`config.mk`:
```
export PLATFORM = sky130hd
export DESIGN_NAME = btn_updown_cnt
export DESIGN_NICKNAME = d
export VERILOG_FILES = /design/src/rtl/btn_updown_cnt.sv
export SDC_FILE = /design/constraint.sdc
export NUM_CORES = 1
export LEC_CHECK = 0
export CAP_MARGIN = 40
export CORE_MARGIN = 8
export CORE_UTILIZATION = 58
export CTS_CLUSTER_SIZE = 24
export DETAILED_ROUTE_END_ITERATION = 16
export HOLD_SLACK_MARGIN = 0.06
export PLACE_DENSITY_LB_ADDON = 0.25
export SLEW_MARGIN = 10
export SYNTH_ARGS = -nofsm -noshare
export SYNTH_HDL_FRONTEND = slang
export SYNTH_SLANG_ARGS = --single-unit
export TNS_END_PERCENT = 1
```
`constraint.sdc`:
```
create_clock -name clk -period 3.01 [get_ports clk]
set_input_delay 0.602 -clock clk [delete_from_list [all_inputs] [get_ports clk]]
set_output_delay 0.602 -clock clk [all_outputs]
set_load 0.05 [all_outputs]
```
`src/rtl/btn_updown_cnt.sv`:
```
// Two-button up/down event counter: each raw button is synchronized, debounced
// and edge-detected; accepted presses step a counter that drives the LEDs.
module btn_updown_cnt #(
  parameter int          DB_CYCLES = 1000000,
  parameter int          CNT_W     = 8,
  parameter logic [31:0] CNT_INIT  = 32'h0000_00AA
) (
  input  logic             clk,
  input  logic             rst,
  input  logic             btn_inc,
  input  logic             btn_dec,
  output logic             inc_pulse,
  output logic             dec_pulse,
  output logic             inc_level,
  output logic             dec_level,
  output logic [CNT_W-1:0] count,
  output logic [CNT_W-1:0] led
);

  localparam int             DBW    = $clog2(DB_CYCLES);
  localparam logic [DBW-1:0] DB_MAX = DBW'(DB_CYCLES - 1);

  // Index 0 is the increment button, index 1 the decrement button.
  logic [1:0]     w_btn;
  logic [1:0]     r_s1;
  logic [1:0]     r_s2;
  logic [1:0]     r_pre1;
  logic [1:0]     r_pre2;
  logic [1:0]     r_level;
  logic [1:0]     r_pulse;
  logic [1:0]     r_blk;
  logic [1:0]     w_accept;
  logic [1:0]     w_rise;
  logic [DBW-1:0] r_db_cnt [2];
  logic [CNT_W-1:0] r_count;

  assign w_btn = {btn_dec, btn_inc};

  always_comb begin
    w_accept = '0;
    w_rise   = '0;
    for (int i = 0; i < 2; i++) begin
      w_accept[i] = (r_s2[i] != r_level[i]) && (r_db_cnt[i] == DB_MAX);
      w_rise[i]   = w_accept[i] && r_s2[i];
    end
  end

  // Free-running synchronizer, kept alive through reset so we know whether a
  // button was already held when reset was applied.
  always_ff @(posedge clk) begin
    r_pre1 <= w_btn;
    r_pre2 <= r_pre1;
  end

  always_ff @(posedge clk) begin
    if (!rst) begin
      r_s1     <= '0;
      r_s2     <= '0;
      r_level  <= '0;
      r_pulse  <= '0;
      r_blk    <= r_pre2;
      for (int i = 0; i < 2; i++) r_db_cnt[i] <= '0;
    end else begin
      r_s1  <= w_btn;
      r_s2  <= r_s1;
      // A press held through reset stays blocked until the button is let go.
      r_blk <= r_blk & r_pre2;
      for (int i = 0; i < 2; i++) begin
        r_pulse[i] <= w_rise[i] && !r_blk[i];
        if (r_s2[i] == r_level[i]) begin
          r_db_cnt[i] <= '0;
        end else if (r_db_cnt[i] == DB_MAX) begin
          r_level[i]  <= r_s2[i];
          r_db_cnt[i] <= '0;
        end else begin
          r_db_cnt[i] <= r_db_cnt[i] + DBW'(1);
        end
      end
    end
  end

  always_ff @(posedge clk) begin
    if (!rst) begin
      r_count <= CNT_INIT[CNT_W-1:0];
    end else begin
      case (r_pulse)
        2'b01:   r_count <= r_count + CNT_W'(1);
        2'b10:   r_count <= r_count - CNT_W'(1);
        default: r_count <= r_count;
      endcase
    end
  end

  assign inc_pulse = r_pulse[0];
  assign dec_pulse = r_pulse[1];
  assign inc_level = r_level[0];
  assign dec_level = r_level[1];
  assign count     = r_count;
  assign led       = r_count;

endmodule

```
==> summary.md, run 1 <==
| Metric | Value |
|---|---|
| Outcome | finished, final reports clean |
| Required @ worst endpoint | 3.23 ns |
| Critical path, cell by cell | inv_1 -> ha_1 -> ha_1 -> a21o_1 -> a31o_1 -> o21ai_1 -> or3b_1 -> mux2_4 |
| CP Buf/Inv Count | 1 |
| Post-synth EDFFs | 40 |
| Worst Setup Start Kind | register |
| Main combinational cell family by area after synthesis | simple AND/OR/NAND/NOR gates |
| Share of the synthesized area in the top cell type | 0.3800 |
| Global Route Usage Sum | 0.1360 |
| DRC | 0 |
| Clock Tree Buf Depth | 2 |
| Vias in the first global route | 2032 |
| Asr flop ratio synth | 0 |
| # setup viols final | 0 |
| Port bufs | 23 |
| Core Box Area | 5371 µm² |
| Pwr Density | 458.1 nW/µm² |
| FILL cells | 429 |
| DR WL/cell | 12.21 µm |
| Setup bufs post-CTS | 0 |
| First-pass GRT wire length | 8.949 mm |
| Largest net degree at the start of global routing | 21 |
| Most frequent cells in the layout | nor2_1, edfxtp_1, conb_1, xor2_1, clkdlybuf4s50_1 |
| Drt pass-1 iters | 4 |
| Total Power | 0.001697 W |
| Total CTS buffers | 9 |
| Antenna violations before repair | 0 |
| Highest ir drop seen on vdd | 544.5 µV |
| Relative slew margins | 0.6405 |
| Placed insts | 417 |
| Tcrit/Tclk final | 0.8057 |
| Critical-path top delay cell | ha_1 |
| Cts hold-fix bufs | 0 |
| Arr. time, crit path | 2.65 ns |
| Final Core Density | 0.6895 |
| Global route overflow | 0 |
| CTS H-Tree Depth | 3 |
| Post-DRT Antenna Nets | 0 |
| Pre-CTS WS | 0.6011 ns |
| Fmax | 412.4 MHz |
| Most common cell after layout, fill and taps aside | nor2_1 |
| Synth Warn # | 0 |
| Finished Layout Cells | 433 |
| Synth Register Bits | 62 |
| Initial core utilization | 0.5884 |
| Final hold violations | 0 |
| Final slew viol count | 0 |
| RSZ-0062 raised after global routing | false |
| Setup TNS Final | 0 ns |
| Vias per cell | 4.901 |
| Setup crit end kind | register |
| Synth Instances | 298 |
| CTS tree | built |
| Worst-path clk slew | 0.07 ns |
| Share of cells above drive strength 1 | 0.05540 |
| Crit path kind | reg -> reg |
| Synth Area in Compound Gates | 0.03959 |
| Syn Area/Cell | 10.61 µm² |
| LEAKAGE | 1.421 nW |
| DR iter-0 viols | 74 |
| Die width | 89.82 µm |
| Crit path max-delay family | adder cells |
| # diodes | 0 |
| Tightest Pin Transition | 0.5343 ns |
| Die area | 8068 µm² |
| Area growth, synth to finish | 17.18% |
| Worst Path Max Fanout | 9 |
| Clk_skew | 0.004927 ns |
| Register area share after synthesis | 0.5194 |
| Crit path largest cell delay | 0.40 ns |
| Clock sink count | 62 |
| Via count | 2122 |
| Synth area leader | edfxtp_1 |
| Top cells by area, synth | edfxtp_1, dfxtp_1, xor2_1 |
| Top_reg_cell synth | edfxtp_1 |
| Die H | 89.82 µm |
| Routability Congestion | 0.8252 |
| Maxcap violations | 0 |
| Fin nets | 370 |
| Xor/xnor share of the synthesized area | 0.1136 |
| HP Class | reg -> reg |
| Most used cell along the critical path | ha_1 |
| IO Count | 24 |
| Row cnt | 27 |
| Yosys cell types | 44 |
| Synth Area in Adders | 0.04196 |
| Post-Syn Area | 3161 µm² |
| Final wirelength | 5.285 mm |
| Setup ws final | 0.5849 ns |
| Clock Tree Root | clkbuf_8 |
| Minimum clock period | 2.425 ns |
| Post-Synth Simple-Gate Area | 0.2197 |
| HPWL Detailed | 3.885 mm |
| Later-pin clock latency in the skew report | 0.34 ns |
| Multiplexer area fraction after synthesis | 0.01742 |
| PostCTS Resize Cnt | 0 |
-- power by group --
group / internal, W / total, W / switching (W)
combinational: 0.0000255 / 0.0000584 / 0.0000329
clock: 0.000372 / 0.000678 / 0.000306
sequential: 0.000935 / 0.000960 / 0.0000249
total: 0.00133 / 0.00170 / 0.000364
-- sequential cells by signal (all words and copies together), names as in the netlist --
register / flops
r_db_cnt: 40
count: 8
r_blk: 2
r_level: 2
r_pre1: 2
r_pre2: 2
r_pulse: 2
r_s1: 2
r_s2: 2
-- synthesized netlist by cell type, types with 2 or more instances --
| master | count |
|---|---|
| a21o_1 | 3 |
| a21oi_1 | 5 |
| and2_1 | 10 |
| and3_1 | 7 |
| and4_1 | 2 |
| buf_2 | 2 |
| buf_4 | 11 |
| buf_6 | 2 |
| clkbuf_1 | 2 |
| dfxtp_1 | 22 |
| edfxtp_1 | 40 |
| ha_1 | 9 |
| inv_1 | 6 |
| mux2i_1 | 4 |
| nand2_1 | 20 |
| nand2b_1 | 2 |
| nand3_1 | 18 |
| nand3_2 | 2 |
| nand4_1 | 9 |
| nor2_1 | 44 |
| nor2b_1 | 2 |
| nor3_1 | 3 |
| nor4_1 | 5 |
| nor4b_1 | 2 |
| o211ai_1 | 2 |
| o21ai_0 | 5 |
| or3_1 | 3 |
| xnor2_1 | 12 |
| xor2_1 | 29 |
-- area by class of cell --
class / instances / area (µm²) / share of cell area
Sequential cell: 62 / 1642 / 0.4432
Multi-Input combinational cell: 251 / 1516 / 0.4095
Inverter: 6 / 22.52 / 0.006081
Timing Repair Buffer: 26 / 252.7 / 0.06824
Clock inverter: 6 / 52.55 / 0.01419
Tap cell: 72 / 90.09 / 0.02432
Clock buffer: 10 / 127.6 / 0.03446
-- per-layer routing --
metal | part of all wire | global-route usage
met5 | 0 | 0
met4 | 0.022 | 0.08039
met3 | 0.029 | 0.04239
met2 | 0.48 | 0.2202
met1 | 0.47 | 0.1544
-- metrics by stage --
stage          cell area, µm²  hold WS [ns]
3_5_place_dp             3523        0.3136
5_1_grt                  3704        0.3320
2_1_floorplan            3307        0.3096
3_3_place_gp             3523        0.3120
6_report                 3704        0.3292
4_1_cts                  3704        0.3289
-- cell families after synthesis --
logic type / after synthesis
AO/OA/AOI/OAI: 20
XOR/XNOR: 41
adder cells (fa/ha/maj): 10
buffers and inverters: 24
flip-flops: 62
multiplexers: 5
other: 1
AND/OR/NAND/NOR: 135
-- worst paths after layout --
path,depth (start not counted),slack (ns),startpoint,endpoint
worst max-delay path,8,0.58,r_pulse[0],count[7]
worst min register to register,0,0.33,r_pre1[1],r_pre2[1]
worst min-delay path,0,0.33,r_pre1[1],r_pre2[1]
worst max register to register,8,0.58,r_pulse[0],count[7]
Power figures use the tool's default switching activity.
==> run 2, diff against run 1 <==
Clock period 3.01 ns to 2.3 ns, I/O delays scaled along.
==> summary.md, run 2 (synthesized netlist as in run 1, its figures left out) <==
| Metric | Value |
|---|---|
| Outcome | finished, final reports clean |
| Worst Setup Start Kind | register |
| Minimum clock period | 2.187 ns (-0.2385 ns) |
| Clk_skew | 0.009587 ns (+0.004660 ns) |
| Net Sw Frac | 0.2104 (-0.004028) |
| Initial core utilization | 0.5884 (unchanged) |
| Post-DRT Antenna Nets | 0 (unchanged) |
| Total CTS buffers | 9 (unchanged) |
| Row cnt | 27 (unchanged) |
| Core Box Area | 5371 µm² (unchanged) |
| Setup crit end kind | register |
| Cts hold-fix bufs | 0 (unchanged) |
| Final Core Density | 0.7070 (+0.01747) |
| Crit path kind | reg -> reg |
| Clock power share | 0.440 (+0.040) |
| Pwr Density | 627.4 nW/µm² (+37%) |
| Arr. time, crit path | 2.41 ns (-0.24 ns) |
| Register area | 1647 µm² (+0.31%) |
| Required @ worst endpoint | 2.52 ns (-0.71 ns) |
| LEAKAGE | 1.447 nW (+1.8%) |
| DR WL/cell | 12.90 µm (+5.7%) |
| Comb pwr share | 0.033 (about the same) |
| Share of cells above drive strength 1 | 0.07756 (+0.02216) |
| Die area | 8068 µm² (unchanged) |
| Later-pin clock latency in the skew report | 0.33 ns (about the same) |
| Tightest Pin Transition | 0.5321 ns (-0.002155 ns) |
| Final wirelength | 5.585 mm (+5.7%) |
| Fin nets | 370 (unchanged) |
| Most frequent cells in the layout | nor2_1, edfxtp_1, conb_1, xor2_1, clkdlybuf4s50_1 |
| Most common cell after layout, fill and taps aside | nor2_1 |
| Via count | 2196 (+3.5%) |
| Global Route Usage Sum | 0.1479 (+0.01191) |
| Multi-input gate area in the final layout | 1545 µm² (+1.9%) |
| CTS H-Tree Depth | 3 (unchanged) |
| Design internal power | 0.001881 W (+41%) |
| Setup ws final | 0.1134 ns (-0.4715 ns) |
| First-pass GRT wire length | 9.839 mm (+9.9%) |
| Clock Tree Buf Depth | 2 (unchanged) |
| Reg power frac | 0.527 (-0.039) |
| Die H | 89.82 µm (unchanged) |
| DR iter-0 viols | 110 (+49%) |
| Largest net degree at the start of global routing | 21 (unchanged) |
| Clock sink count | 62 (unchanged) |
| Clock Tree Root | clkbuf_8 |
| Largest register FFs | 40 (unchanged) |
| Die width | 89.82 µm (unchanged) |
| Total Power | 0.002382 W (+40%) |
| Port bufs | 23 (unchanged) |
| Global route overflow | 0 (unchanged) |
| Antenna violations before repair | 0 (unchanged) |
| Final hold violations | 0 (unchanged) |
| IO Count | 24 (unchanged) |
| HPWL Detailed | 3.999 mm (+2.9%) |
| Highest ir drop seen on vdd | 645.1 µV (+18%) |
| Min-delay src | r_pre1[0] |
| Largest reg by FF count | r_db_cnt |
| Routability Congestion | 0.7947 (-3.7%) |
| CTS tree | built |
| # setup viols final | 0 (unchanged) |
| RR Startpoint | r_pulse[0] |
| Relative slew margins | 0.6441 (+0.003610) |
| Worst Path Max Fanout | 9 (unchanged) |
| Final slew viol count | 0 (unchanged) |
| Worst-path clk slew | 0.07 ns (about the same) |
| # diodes | 0 (unchanged) |
| Vias in the first global route | 2236 (+10%) |
| Fmax | 457.3 MHz (+11%) |
| FILL cells | 403 (-6.1%) |
| Area growth, synth to finish | 20.15% |
| Drt pass-1 iters | 4 (unchanged) |
| Net switching power figure | 0.0005012 W (+38%) |
| Tcrit/Tclk final | 0.9507 (+0.1450) |
| Worst Setup SP | r_pulse[0] |
| DRC | 0 (unchanged) |
| Pre-CTS WS | 0.1227 ns (-0.4785 ns) |
| Maxcap violations | 0 (unchanged) |
| HP Class | reg -> reg |
| Vias per cell | 5.072 (+3.5%) |
run 2: cell count changes in the layout (fill, tap and decap cells not counted), moves of 2 or more:
cell	before	now
clkbuf_8	9	11
clkinv_1	2	0
dfxtp_1	22	20
ha_1	9	7
ha_4	0	2
clkinv_2	3	1
run 2: layout make-up:
class                   count  share of cell area
clock inverters             4             0.01351
clock buffers              12             0.04646
inverters                   6            0.005931
repair buffers             26             0.06985
flip-flops and latches     62              0.4336
well taps                  72             0.02372
multi-input cells         251              0.4069
run 2: layer usage:
layer,wire length (µm),GRT usage
met5,0,0
met4,139,0.09027
met3,139,0.03076
met2,2817,0.2558
met1,2489,0.1627
run 2: worst max-delay path, cell delays in order (launching register included):
cell     delay (ns)
dfxtp_4        0.34
inv_1          0.06
ha_4           0.20
ha_1           0.34
a21o_1         0.17
a31o_1         0.19
o21ai_1        0.10
or3b_1         0.37
mux2_4         0.30
run 2: power by group through the flow:
stage | logic [W] | registers (W) | clock network [W]
2_1_floorplan | 0.0000606 | 0.00127 | 0
3_3_place_gp | 0.0000732 | 0.00128 | 0
3_5_place_dp | 0.0000748 | 0.00128 | 0
4_1_cts | 0.0000761 | 0.00126 | 0.00107
5_1_grt | 0.0000890 | 0.00126 | 0.00112
6_report | 0.0000778 | 0.00126 | 0.00105
run 2: repair_timing:
item	CTS	global route
gates resized for setup	0	1
setup buffers	0	0
endpoints found under the setup margin	0	1
endpoints found under the hold margin	0	0
run 2: worst paths after layout:
path | cells after the start | slack (ns) | to
setup / recovery | 8 | 0.11 | count[7]
hold / removal | 0 | 0.33 | r_pre2[0]
setup reg to reg | 8 | 0.11 | count[7]
hold reg to reg | 0 | 0.33 | r_pre2[0]
run 2: through the flow:
step | setup TNS (ns) | std cells | hold slack, ns | cell area, µm²
6_report | 0 | 433 | 0.3285 | 3797
5_1_grt | -0.01021 | 433 | 0.3385 | 3797
4_1_cts | 0 | 433 | 0.3291 | 3794
3_5_place_dp | 0 | 417 | 0.3132 | 3566
3_3_place_gp | 0 | 417 | 0.3106 | 3566
2_1_floorplan | 0 | 337 | 0.3096 | 3337
